<file path="config.mk">
export PLATFORM = sky130hd
export DESIGN_NAME = running_sum_decoder
export DESIGN_NICKNAME = d
export VERILOG_FILES = /design/src/rtl/running_avg_pkg.sv /design/src/rtl/sample_window.sv /design/src/rtl/running_sum_decoder.sv
export SDC_FILE = /design/constraint.sdc
export NUM_CORES = 1
export LEC_CHECK = 0
export CAP_MARGIN = 15
export CELL_PAD_IN_SITES_DETAIL_PLACEMENT = 0
export CELL_PAD_IN_SITES_GLOBAL_PLACEMENT = 2
export CORE_ASPECT_RATIO = 1.2
export CORE_MARGIN = 4
export CORE_UTILIZATION = 38
export CTS_CLUSTER_SIZE = 40
export DETAILED_ROUTE_END_ITERATION = 16
export DONT_BUFFER_PORTS = 1
export GPL_TIMING_DRIVEN = 0
export PLACE_DENSITY = 0.76
export SLEW_MARGIN = 0
export SYNTH_ARGS = -nofsm -noshare
export SYNTH_HDL_FRONTEND = slang
export SYNTH_SLANG_ARGS = --single-unit
</file>
<file path="constraint.sdc">
create_clock -name clk -period 3 [get_ports clk]
set_clock_uncertainty 0.1 [all_clocks]
set_input_delay 0.45 -clock clk [delete_from_list [all_inputs] [get_ports clk]]
set_output_delay 0.45 -clock clk [all_outputs]
set_load 0.05 [all_outputs]
</file>
<file path="src/rtl/running_avg_pkg.sv">
// Shared types for the running-average filter and its receive-side decoder.
package running_avg_pkg;

  localparam int unsigned DEFAULT_N         = 4;
  localparam int unsigned DEFAULT_DATAWIDTH = 32;

  typedef logic [DEFAULT_DATAWIDTH-1:0] sample_t;

  typedef enum logic [0:0] {
    FILL,
    STEADY
  } dec_state_e;

endpackage

</file>
<file path="src/rtl/sample_window.sv">
// Enable-shifted N-deep sample delay line; tap_o is the oldest held sample.
module sample_window #(
  parameter int unsigned N         = 4,
  parameter int unsigned DATAWIDTH = 32
) (
  input  logic                 clk,
  input  logic                 reset_n,
  input  logic                 clear_i,
  input  logic                 en_i,
  input  logic [DATAWIDTH-1:0] din_i,
  output logic [DATAWIDTH-1:0] tap_o
);

  logic [DATAWIDTH-1:0] hist_q [N];

  always_ff @(posedge clk or negedge reset_n) begin
    if (!reset_n) begin
      for (int i = 0; i < int'(N); i++) hist_q[i] <= '0;
    end else if (clear_i) begin
      for (int i = 0; i < int'(N); i++) hist_q[i] <= '0;
    end else if (en_i) begin
      hist_q[0] <= din_i;
      for (int i = 1; i < int'(N); i++) hist_q[i] <= hist_q[i-1];
    end
  end

  assign tap_o = hist_q[N-1];

endmodule

</file>
<file path="src/rtl/running_sum_decoder.sv">
// Reconstructs samples from an N-tap window-sum stream: x[n] = S[n] - S[n-1] + x[n-N].
module running_sum_decoder
  import running_avg_pkg::*;
#(
  parameter int unsigned N         = DEFAULT_N,
  parameter int unsigned DATAWIDTH = DEFAULT_DATAWIDTH
) (
  input  logic                 clk,
  input  logic                 reset_n,
  input  logic                 clear_i,
  input  logic                 sum_valid_i,
  output logic                 sum_ready_o,
  input  logic [DATAWIDTH-1:0] sum_i,
  output logic                 data_valid_o,
  input  logic                 data_ready_i,
  output logic [DATAWIDTH-1:0] data_o,
  output logic                 warm_o
);

  localparam int unsigned CW = $clog2(N + 1);

  logic [DATAWIDTH-1:0] sum_prev_q;
  logic [DATAWIDTH-1:0] data_q;
  logic [DATAWIDTH-1:0] tap;
  logic [DATAWIDTH-1:0] x;
  logic                 valid_q;
  logic                 warm_q;
  logic                 accept;
  logic [CW-1:0]        count_q;
  dec_state_e           state_q;

  // Ready whenever the output slot is empty or drains this cycle.
  assign sum_ready_o = !valid_q || data_ready_i;
  assign accept      = sum_valid_i && sum_ready_o && !clear_i;
  assign x           = sum_i - sum_prev_q + tap;

  sample_window #(
    .N         (N),
    .DATAWIDTH (DATAWIDTH)
  ) u_window (
    .clk     (clk),
    .reset_n (reset_n),
    .clear_i (clear_i),
    .en_i    (accept),
    .din_i   (x),
    .tap_o   (tap)
  );

  always_ff @(posedge clk or negedge reset_n) begin
    if (!reset_n) begin
      sum_prev_q <= '0;
      data_q     <= '0;
      valid_q    <= 1'b0;
    end else if (clear_i) begin
      sum_prev_q <= '0;
      data_q     <= '0;
      valid_q    <= 1'b0;
    end else if (accept) begin
      sum_prev_q <= sum_i;
      data_q     <= x;
      valid_q    <= 1'b1;
    end else if (data_ready_i) begin
      valid_q    <= 1'b0;
    end
  end

  always_ff @(posedge clk or negedge reset_n) begin
    if (!reset_n) begin
      state_q <= FILL;
      count_q <= '0;
      warm_q  <= 1'b0;
    end else if (clear_i) begin
      state_q <= FILL;
      count_q <= '0;
      warm_q  <= 1'b0;
    end else begin
      unique case (state_q)
        FILL: begin
          if (accept) begin
            if (count_q == CW'(N - 1)) begin
              state_q <= STEADY;
              count_q <= CW'(N);
              warm_q  <= 1'b1;
            end else begin
              count_q <= count_q + 1'b1;
            end
          end
        end
        STEADY: begin
          warm_q <= 1'b1;
        end
      endcase
    end
  end

  assign data_valid_o = valid_q;
  assign data_o       = data_q;
  assign warm_o       = warm_q;

endmodule

</file>
Word-level counts from Yosys, hierarchy flattened
Index checks and enable logic that the tools add are counted.
{"block": "word_totals", "ram_bits": 0, "regBits": 198, "output_inout_bits": 35, "romBits": 0, "mem_count": 0, "in_bits": 37, "wordCells": 48, "latch_bits": 0}
{"block": "op_classes", "n_eq_ne": 4, "bitwise": 1, "n_div": 0, "shift": 0, "mux": 21, "n_lt_le_gt_ge": 0, "mul": 0, "n_reduce_logical": 9, "addsub": 3}
{"cell": "128-bit 2-to-1 mux", "count": 2}
{"cell": "32-bit 2-to-1 mux", "count": 4}
{"cell": "32-bit adder", "count": 1}
{"cell": "32-bit subtractor", "count": 1}
{"cell": "3-bit 2-to-1 mux", "count": 4}
{"cell": "1-bit 2-to-1 mux", "count": 10}
{"cell": "3-bit inequality test, second input constant", "count": 2}
{"cell": "2-bit AND reduction", "count": 2}
{"cell": "3-bit by 1-bit adder with 3-bit output, second input constant", "count": 1}
{"cell": "3-bit by 2-bit == test with 1-bit output, second input constant", "count": 1}
{"cell": "3-bit nonzero test", "count": 1}
{"cell": "1-bit logical AND", "count": 2}
{"cell": "1-bit logical NOT", "count": 2}
{"cell": "2-bit inequality test, second input constant", "count": 1}
{"cell": "1-bit one-hot mux with 2 select lines", "count": 1}
{"cell": "2-bit nonzero test", "count": 1}
{"cell": "1-bit logical OR", "count": 1}
{"cell": "1-bit inverter", "count": 1}

Depth between registers and ports, before layout
Gate-level depths: netlist of the first run.
{"block": "depth", "word_depth": 7, "depth_mapped": 13, "ltp_nobuf": 13}

Hierarchy
A second synthesis of the first run with hierarchy kept.
{"block": "hier_totals", "hier_cells": 1196, "hier_area_um2": 11503.5}
{"mod": "running_sum_decoder", "area_per_inst_um2": 5970.7, "cells_per_inst": 752, "seq_area_each_um2": 1751.7, "instances": 1}
{"mod": "sample_window", "area_per_inst_um2": 5532.8, "cells_per_inst": 444, "seq_area_each_um2": 3203.1, "instances": 1}

Worst setup path after synthesis of the first run
No wires, ideal clock.
{"block": "synth_path", "path_type": "input to register", "start": "input port sum_i[10]", "end": "register data_q[27], in the netlist data_o[27]", "n_path_buf": 0, "path_slack_ns": -0.252, "path_stages": 11, "arrival_ns": 3.030, "setup_ns": 0.122, "t_required_ns": 2.778, "cell_sequence": "inv_1 > fa_1 > inv_1 > ha_1 > a21oi_4 > o221ai_2 > a211o_1 > a211o_1 > o21a_1 > or3_1 > a32o_1"}
{"block": "synth_between", "elab_chain_cells": 4}
{"item": "start, declared", "line_no": "running_sum_decoder.sv:13", "source": "input logic [DATAWIDTH-1:0] sum_i,"}
{"item": "32-bit subtractor", "line_no": "running_sum_decoder.sv:35", "source": "assign x = sum_i - sum_prev_q + tap;"}
{"item": "32-bit adder", "line_no": "running_sum_decoder.sv:35"}
{"item": "32-bit 2-to-1 mux", "line_no": "running_sum_decoder.sv:58", "source": "end else if (accept) begin"}
{"item": "32-bit 2-to-1 mux", "line_no": "running_sum_decoder.sv:54", "source": "end else if (clear_i) begin"}
{"item": "end signal, assigned", "line_no": "running_sum_decoder.sv:52", "source": "data_q <= '0;"}
{"item": "end signal, assigned", "line_no": "running_sum_decoder.sv:56", "source": "data_q <= '0;"}
{"item": "end signal, assigned", "line_no": "running_sum_decoder.sv:60", "source": "data_q <= x;"}
{"item": "end, declared", "line_no": "running_sum_decoder.sv:23", "source": "logic [DATAWIDTH-1:0] data_q;"}
No other way between the ends. The select of a mux whose other input is x is not followed.
A chain may end at the register's enable or synchronous reset.

Final worst setup path of the first run
{"block": "layout_path", "start": "register sum_prev_q[10]", "end": "register data_q[21], in the netlist data_o[21]"}
{"block": "layout_between", "elab_chain_cells": 4}
{"item": "start, declared", "line_no": "running_sum_decoder.sv:22", "source": "logic [DATAWIDTH-1:0] sum_prev_q;"}
{"item": "start signal, assigned", "line_no": "running_sum_decoder.sv:59", "source": "sum_prev_q <= sum_i;"}
{"item": "32-bit subtractor", "line_no": "running_sum_decoder.sv:35"}
{"item": "32-bit adder", "line_no": "running_sum_decoder.sv:35"}
{"item": "32-bit 2-to-1 mux", "line_no": "running_sum_decoder.sv:58"}
{"item": "32-bit 2-to-1 mux", "line_no": "running_sum_decoder.sv:54"}
No other way between the ends. The select of a mux whose other input is x is not followed.

==> results by stage, run 1 <==
Place:
- Routability-driven placement finished with a final weighted congestion of 0.843.
- The estimated wirelength of the detail-placed design is 16500 um.
- The number of I/O port buffers is 0.
- The number of placed instances, taps included is 1195.

Clock tree:
- The post-CTS clock slew at the launch and capture registers of the worst setup and hold paths is 0.06 ns.
- The number of sinks handled by clock tree synthesis is 166.
- The H-tree generated during clock tree synthesis spans 4 levels.
- The number of CTS-inserted buffers is 17.
- The CTS tree is done.
- The maximum root-to-sink buffer count is 2.
- Clock latency on the worst-skew pair, taken at its later pin, is 0.43 ns.
- The cell chosen for the clock root is sky130_fd_sc_hd__clkbuf_16.

Setup path:
- Counting both buffers and inverters, the worst setup path holds a total of 1.
- The worst setup path category is register to register.
- The cell family contributing the most delay on the critical path is compound AO/OA/AOI/OAI gates.
- The slowest cell on the critical path is sky130_fd_sc_hd__fa_1.
- Counting buffers and inverters, the worst setup path is 10 cells deep.
- The critical path data arrival time is 3.33 ns.
- The critical path startpoint category is a register.
- The top fanout value on the critical path is 5.
- Walking the worst path, the cells encountered are fa_1, inv_2, ha_4, a21oi_4, and2b_2, o21a_1, a2111o_1, a311oi_2, xor2_1, o21ai_1.
- The largest single stage delay on the critical path is 0.54 ns.
- The worst register-to-register path has a depth of 10.
- The worst path required time is 3.20 ns.
- The worst setup path is captured at a register.

Final layout:
- Compared with the post-synthesis result, the final layout area differs by 19.5%.
- The final standard cell count with taps included and fillers excluded is 1252.
- The post-route netlist has 20.0% of its cells at a drive strength greater than 1.
- For this run, the post-layout net count is 1027.
- The repair_antennas step left the layout with diodes totalling 0.

Die:
- The core area is 0.0232 mm2.
- The die covers 0.0262 mm2.
- The die extent in x is 148 um.
- The initial utilization of the core area, before any placement, comes to 38.7%.
- The number of primary I/O pins is 72.
- The die outline height is 176 um.
- In this run the core area contains 61 standard-cell rows.

STA:
- The count of endpoints failing hold in the final timing report is 166.
- The number of pins with negative max-slew slack in the final report came to 0.
- The achievable frequency is 320 MHz.
- The final critical delay including setup and external delays is 3.12 ns.
- For the pin with the worst max-slew slack, the measured transition is 0.694 ns.
- Setup repair after global routing could not meet its margin everywhere.
- Setup slack on the critical path of the routed design comes to -0.125 ns.
- The number of setup violations in the final report is 6.
- After layout, the worst path uses 104% of the clock period.
- The worst hold slack is -0.385 ns.
- The relative max-transition margin is 53.8%.

Logic synthesis:
- Of all cell types, the one taking the most synthesized area is sky130_fd_sc_hd__dfrtp_1.
- In this run the mean area of a mapped cell was 10.2 um2.
- The post-synthesis instance area is 0.00898 mm2.
- sky130_fd_sc_hd__dfrtp_1 is the most common cell in the netlist.
- By area the synthesized netlist is led by sky130_fd_sc_hd__dfrtp_1, sky130_fd_sc_hd__a22o_1, sky130_fd_sc_hd__fa_1.
- The sequential fraction of the synthesis area is 46.3%.
- Counting flops with a built-in enable in the synthesized netlist gives 0.
- Counting flops with an async set or reset pin after synthesis yields a share of 100%.
- The number of nets in the synthesized netlist is 982.
- Synthesis instantiated 60 different standard cells from the library.
- The number of warning messages in the yosys log is 0.
- Ranked by instance count, the synthesized netlist is headed by sky130_fd_sc_hd__dfrtp_1, sky130_fd_sc_hd__inv_1, sky130_fd_sc_hd__a22o_1.
- Synthesis handed over a netlist of 880 instances.
- The area share of the largest cell type after synthesis is 46.3%.
- For this run, the leading register cell type out of synthesis is sky130_fd_sc_hd__dfrtp_1.
- After synthesis the netlist holds a flip-flop and latch count of 166.

Pwr:
- The worst-case vdd ir drop is 0.000396 V.
- The power density over cell area is 612 mW/mm2.
- The total chip power is 6570 uW.
- The static leakage power is 0.00511 uW.

Outcome:
- The flow ran to the end, but the final reports show violations.
- The checks that failed: negative hold slack, negative setup slack.

Worst hold path:
- In this run the worst hold path is classified as primary input to async pin.

Global route:
- The first global-routing pass estimated 37900 um of wire.
- For this run, the total global-route usage over all layers was measured as 18.5%.
- Entering global routing, the biggest net connects 167 pins.
- The via count of the first global-routing pass is 6835.
- The total congestion overflow after global routing is 0.
- The initial antenna violation count came to 0.

Detailed routing:
- The final routed wirelength across all metal layers is 23400 um.
- The count of nets left with antenna violations after detail routing is 0.
- The first detailed-routing pass ran for 4 iterations.
- The iteration-0 DRC count of the detailed router is 417.
- After detailed routing, the number of remaining DRC violations is 0.
- Dividing the detail-routed wire length by the instance count gives 18.7 um.
- The overall via count from detail_route is 6496.
- After detailed routing, the number of vias per cell comes to 5.19.

Run:
- The max capacitance violation total is 0.
[path summary, 6_finish.rpt]
check                                       to                start  slack [ns]
setup reg to reg                    data_o[21]       sum_prev_q[10]       -0.12
setup / recovery                    data_o[21]       sum_prev_q[10]       -0.12
min in group clk                  data_valid_o          sum_valid_i        0.04
max in group asynchronous       sum_prev_q[12]              reset_n        2.81
hold / removal              u_window.tap_o[12]              reset_n       -0.38
hold reg to reg            u_window.hist_q[36]  u_window.hist_q[36]        0.40
[per-layer routing]
layer  share of wire, %  track usage, %  up-vias
met5                  0               0        -
met4                1.3            5.12        0
met3                2.9            3.23       24
met2                 49            30.4      108
met1                 47            25.5     3282
li1                   -               -     3082
[area by class of cell]
| cell class | instances | area, um2 |
|---|---|---|
| buffer | 70 | 398 |
| clock buffer | 20 | 447 |
| clock inverter | 11 | 150 |
| fill | 2269 | 12500 |
| inverter | 129 | 492 |
| multi-input combinational | 507 | 4430 |
| sequential | 166 | 4150 |
| tap | 315 | 394 |
| timing repair buffer | 34 | 270 |
[per-stage QoR]
stage	worst slack, ns	util (%)	hold slack, ns	TNS [ns]	area, um2
after detailed placement	-0.558	40.9	0.0650	-47.23	9480
after global routing	-0.228	46.2	-0.408	-1.75	10700
after floorplan	-0.124	-	0.0544	-0.126	9090
after CTS	-0.188	45.1	-0.404	-0.784	10500
after global placement	-0.519	40.9	0.0656	-40.96	9480
final	-0.125	46.2	-0.385	-0.372	10700
[kinds of logic after synthesis]
group	Yosys count	share of synthesized area, %
simple gates	148	7.62
buf+inv	207	10.1
flops	166	46.3
compound gates	269	21.9
xor+xnor	23	2.24
fa+ha+maj	65	11.6
mux	2	0.223
[what timing repair did]
| action | CTS | global route |
|---|---|---|
| gates resized for setup | 62 | 51 |
| buffers inserted | 23 | 11 |
| pin swaps | 30 | 24 |
| endpoints found under the setup margin | 141 | 21 |
| endpoints found under the hold margin | 166 | 166 |
[flip-flops by register name, indices dropped and copies added (netlist names)]
name / cells
count_q: 3
data_o: 31
data_valid_o: 1
state_q: 1
sum_prev_q: 32
u_window.hist_q: 65
u_window.tap_o: 32
warm_o: 1
[where the power goes]
group          internal, uW  switching, uW  total (uW)
clock                  1330            943        2270
combinational           721           1080        1800
sequential             2370            122        2490
total                  4420           2150        6570
[cells in the final DEF (no fill, tap or decap), types with 13 or more instances in the layout]
cell type / count
sky130_fd_sc_hd__nor2_1: 18
sky130_fd_sc_hd__xor2_1: 13
sky130_fd_sc_hd__inv_1: 117
sky130_fd_sc_hd__ha_1: 14
sky130_fd_sc_hd__a22o_1: 102
sky130_fd_sc_hd__dfrtp_1: 166
sky130_fd_sc_hd__buf_4: 62
sky130_fd_sc_hd__fa_1: 29
sky130_fd_sc_hd__clkbuf_16: 17
sky130_fd_sc_hd__a21oi_1: 18
sky130_fd_sc_hd__nand2_1: 77
sky130_fd_sc_hd__o21ai_0: 52
sky130_fd_sc_hd__a21o_1: 20
sky130_fd_sc_hd__ha_4: 14
sky130_fd_sc_hd__clkbuf_1: 35
Power figures use the tool's default switching activity.
==> inputs of run 2 (changes only) <==
--- a/config.mk
+++ b/config.mk
@@ -5,12 +5,14 @@
 export SDC_FILE = /design/constraint.sdc
 export NUM_CORES = 1
 export LEC_CHECK = 0
+export ABC_AREA = 1
+export ABC_CLOCK_PERIOD_IN_PS = 3000
 export CAP_MARGIN = 15
 export CELL_PAD_IN_SITES_DETAIL_PLACEMENT = 0
 export CELL_PAD_IN_SITES_GLOBAL_PLACEMENT = 2
 export CORE_ASPECT_RATIO = 1.2
 export CORE_MARGIN = 4
-export CORE_UTILIZATION = 38
+export CORE_UTILIZATION = 35
 export CTS_CLUSTER_SIZE = 40
 export DETAILED_ROUTE_END_ITERATION = 16
 export DONT_BUFFER_PORTS = 1
==> constraint.sdc (replaced) <==
create_clock -name clk -period 3 [get_ports clk]
set_clock_uncertainty 0.1 [all_clocks]
set_input_delay 0.6 -clock clk [delete_from_list [all_inputs] [get_ports clk]]
set_output_delay 0.6 -clock clk [all_outputs]
set_load 0.05 [all_outputs]
==> results by stage, run 2 <==
Logic synthesis:
- The post-synthesis instance area came to 0.00973 mm2 (was 0.00898 mm2).
- The async set-or-reset flop fraction in the synthesized netlist is 100% (unchanged).
- Commonest cells post-synth: sky130_fd_sc_hd__inv_1, sky130_fd_sc_hd__nand2_1, sky130_fd_sc_hd__dfrtp_1 (was sky130_fd_sc_hd__dfrtp_1, sky130_fd_sc_hd__inv_1, sky130_fd_sc_hd__a22o_1).
- The area share of the largest cell type after synthesis is 42.7% (was 46.3%).
- The number of enable-type register cells in the synthesized netlist is 0 (unchanged).
- The number of cells produced by synthesis was 1241 (was 880).
- The register bit count reported by yosys came to 166 (unchanged).
- The flip-flop cell with the highest count after synthesis is sky130_fd_sc_hd__dfrtp_1 (unchanged).
- The leading area contributor after synthesis is sky130_fd_sc_hd__dfrtp_1 (unchanged).
- The number of warning messages in the yosys log is 0 (unchanged).
- The sequential fraction of the synthesis area is 42.7% (was 46.3%).
- The count of unique library cells instantiated by Yosys is 32 (was 60).
- The most frequent cell after synthesis is sky130_fd_sc_hd__inv_1 (was sky130_fd_sc_hd__dfrtp_1).
- The number of nets produced by synthesis is 1343 (was 982).
- Main area contributors after synthesis: sky130_fd_sc_hd__dfrtp_1, sky130_fd_sc_hd__inv_1, sky130_fd_sc_hd__nand2_1 (was sky130_fd_sc_hd__dfrtp_1, sky130_fd_sc_hd__a22o_1, sky130_fd_sc_hd__fa_1).
- The synthesized area divided by synthesized cell count is 7.84 um2 (was 10.2 um2).

STA:
- Setup repair after global routing missed its margin: no (was yes).
- The worst hold slack is -0.251 ns (was -0.385 ns).
- The relative max-transition margin came to 38.6% (was 53.8%).
- The count of endpoints failing hold in the final timing report was 166 (unchanged).
- The transition time of the tightest slew-check pin is 0.921 ns (was 0.694 ns).
- The achievable frequency is 373 MHz (was 320 MHz).
- The final critical delay including setup and external delays is 2.68 ns (was 3.12 ns).
- The number of pins with negative max-slew slack in the final report came to 0 (unchanged).
- The number of setup violations in the final report came to 0 (was 6).
- The ratio of final minimum period to clock period is 89.5% (was 104%).

Pwr:
- The power density over cell area is 586 mW/mm2 (was 612 mW/mm2).
- The clock network power share is 35.3% (was 34.6%).
- The total chip power is 6300 uW (was 6570 uW).
- The worst-case vdd ir drop is 0.000338 V (was 0.000396 V).
- The switching share of power is 36.0% (was 32.7%).
- The power share of the combinational group is 25.7% (was 27.4%).
- The internal power is 4040 uW (was 4420 uW).
- The net switching component of the power is 2270 uW (was 2150 uW).
- The portion of total power attributed to sequential cells is 38.9% (was 38.0%).
- The static leakage power was 0.00573 uW (was 0.00511 uW).

Global route:
- The initial antenna violation count is 0 (unchanged).
- The total track usage is 18.7% (was 18.5%).
- The total congestion overflow after global routing came to 0 (unchanged).
- The pin count of the biggest net entering global routing is 167 (unchanged).
- The global-route wire length before repair is 43400 um (was 37900 um).
- The via count of the first global-routing pass is 7490 (was 6835).

Clock tree:
- The total number of H-tree levels is 4 (unchanged).
- The number of sinks handled by clock tree synthesis is 166 (unchanged).
- The cell chosen for the clock root is sky130_fd_sc_hd__clkbuf_16 (unchanged).
- The CTS tree is done (unchanged).
- The clock insertion delay at the later pin of the skew report is 0.44 ns (was 0.43 ns).
- The number of CTS-inserted buffers came to 17 (unchanged).
- The post-CTS setup repair buffer count is 0 (was 23).
- The maximum root-to-sink buffer count is 2 (unchanged).
- The post-CTS clock slew at the launch and capture registers of the worst setup and hold paths is 0.08 ns (was 0.06 ns).

Detailed routing:
- The iteration-0 DRC count of the detailed router is 362 (was 417).
- The average routed wire per standard cell is 17.1 um (was 18.7 um).
- The final routed DRC violation total is 0 (unchanged).
- The overall via count from detail_route is 7378 (was 6496).
- The vias per cell is 4.57 (was 5.19).
- The final routed wirelength across all metal layers is 27600 um (was 23400 um).
- The count of nets left with antenna violations after detail routing came to 0 (unchanged).
- The number of detailed-route iterations in the first pass came to 4 (unchanged).

Setup path:
- The worst setup path category was register to register (unchanged).
- The slowest cell on the critical path is sky130_fd_sc_hd__fa_1 (unchanged).
- The largest stage delay on the critical path came to 0.51 ns (was 0.54 ns).
- The top fanout value on the critical path is 5 (unchanged).
- The worst path required time came to 3.20 ns (about the same).
- The critical path startpoint category is a register (unchanged).
- The type of element capturing the critical path was a register (unchanged).
- Critical path, cell by cell: fa_1, inv_1, ha_1, nand2_1, inv_2, nand2_1, inv_1, a21oi_1, nand2_2, o21ai_0, o21ai_0 (was fa_1, inv_2, ha_4, a21oi_4, and2b_2, o21a_1, a2111o_1, a311oi_2, xor2_1, o21ai_1).
- The critical path data arrival time is 2.88 ns (was 3.33 ns).

Final layout:
- The most common cell after layout, fill and taps aside was sky130_fd_sc_hd__inv_1 (was sky130_fd_sc_hd__dfrtp_1).
- The register area is 0.00415 mm2 (unchanged).
- The register with the highest flop count was u_window.hist_q (unchanged).
- The total area of multi-input combinational cells is 0.00394 mm2 (was 0.00443 mm2).
- The count of filler cells inserted in the layout was 2888 (was 2269).
- The core occupancy in the finished layout came to 39.5% (was 46.2%).
- The synthesis-to-layout area growth is 10.5% (was 19.5%).
- The fraction of layout instances using a drive strength above 1 is 9.66% (was 20.0%).
- The count of antenna diodes in the layout came to 0 (unchanged).
- The count of nets after finishing is 1362 (was 1027).
- The flip-flop count of the largest register, all copies and words added is 65 (unchanged).
- Most used cells in the layout excluding fill and tap cells: sky130_fd_sc_hd__inv_1, sky130_fd_sc_hd__nand2_1, sky130_fd_sc_hd__dfrtp_1, sky130_fd_sc_hd__o22ai_1, sky130_fd_sc_hd__o21ai_0 (was sky130_fd_sc_hd__dfrtp_1, sky130_fd_sc_hd__inv_1, sky130_fd_sc_hd__a22o_1, sky130_fd_sc_hd__nand2_1, sky130_fd_sc_hd__buf_4).

Place:
- The estimated wirelength of the detail-placed design is 21700 um (was 16500 um).
- The final weighted congestion in routability-driven placement is 0.819 (was 0.843).
- The number of I/O port buffers is 0 (unchanged).

Die:
- The core area was 0.0273 mm2 (was 0.0232 mm2).
- The number of cell rows came to 66 (was 61).
- The number of primary I/O pins was 72 (unchanged).
- The die outline height is 191 um (was 176 um).
- The area of the die is 0.0305 mm2 (was 0.0262 mm2).
- The initial standard-cell utilization of the core is 35.7% (was 38.7%).
- The die extent in x is 160 um (was 148 um).

Worst hold path:
- The path category of the worst min-delay check is primary input to async pin (unchanged).

Outcome:
- Run status: finished, violations left (unchanged).
- Violations in the final reports: negative hold slack (was negative hold slack, negative setup slack).

Run:
- The max capacitance violation total is 0 (unchanged).
## run 2: cell types whose count changed after synthesis, sizes merged, moves of 8 or more
cell	change
a21o	-18
a22o	-100
buf	+21
clkbuf	-34
inv	+203
nand2	+230
nand3	+38
nor2	+25
o21ai	+8
o22ai	+86
xnor2	-8
xor2	-11
## run 2: cell type report
| type | instances | area share (%) |
|---|---|---|
| buffer | 65 | 3.70 |
| clock inverter | 15 | 1.56 |
| tap | 340 | 3.95 |
| inverter | 332 | 11.6 |
| multi-input combinational | 678 | 36.6 |
| sequential | 166 | 38.6 |
| clock buffer | 17 | 3.95 |
## run 2: final timing paths
| check | slack, ns | start | cells past startpoint | to |
|---|---|---|---|---|
| min in group clk | 0.12 | clear_i | 1 | data_valid_o |
| setup / recovery | 0.32 | sum_prev_q[10] | 11 | data_o[14] |
| hold reg to reg | 0.41 | sum_prev_q[0] | 1 | sum_prev_q[0] |
| max in group asynchronous | 2.50 | reset_n | 0 | count_q[2] |
| setup reg to reg | 0.32 | sum_prev_q[10] | 11 | data_o[14] |
| hold / removal | -0.25 | reset_n | 0 | u_window.tap_o[4] |
## run 2: power groups by stage
stage | registers [uW] | clock network, uW | logic, uW
floorplan | 2470 | 0 | 1260
global placement | 2500 | 0 | 1640
detailed placement | 2500 | 0 | 1650
CTS | 2460 | 2290 | 1660
global route | 2470 | 2370 | 1830
finish | 2450 | 2230 | 1620
## run 2: kinds of logic (layout without fill, tap and decap cells)
| family | after synthesis | in the layout | synth area share (%) |
|---|---|---|---|
| simple gates | 407 | 407 | 17.5 |
| buf+inv | 397 | 429 | 16.9 |
| compound gates | 202 | 202 | 11.8 |
| flops | 166 | 166 | 42.7 |
| fa+ha+maj | 65 | 65 | 10.7 |
| xor+xnor | 4 | 4 | 0.360 |
## run 2: routing by layer
metal	routed length [um]	part of all wire [%]	up-vias	track usage (%)
li1	-	-	3794	-
met5	0	0	-	0
met1	12300	45	3498	23.4
met2	14400	52	75	33.5
met3	630	2.3	11	3.20
met4	215	0.78	0	4.67
## run 2: through the flow
stage               std cells  cell area [um2]  hold slack (ns)  setup slack (ns)  setup TNS (ns)
floorplan                1241             9730            0.204             0.458               0
global placement         1581            10200            0.212           -0.0547         -0.0769
detailed placement       1581            10200            0.210           -0.0644         -0.0949
CTS                      1613            10700           -0.272             0.200               0
global route             1613            10800           -0.278            0.0843               0
finish                   1613            10800           -0.251             0.315               0
## run 2: what timing repair did
action	4_1_cts	5_1_grt
gates resized for setup	0	2
setup endpoints to repair	0	2
hold endpoints to repair	166	166
## run 2: critical path, delay by kind of cell, from the launching register on
family / cells / cell delay [ns]
AO/OA/AOI/OAI: 3 / 0.66
AND/OR/NAND/NOR: 3 / 0.35
buffers and inverters: 3 / 0.17
adder cells (fa/ha/maj): 2 / 0.86
flip-flops: 1 / 0.41
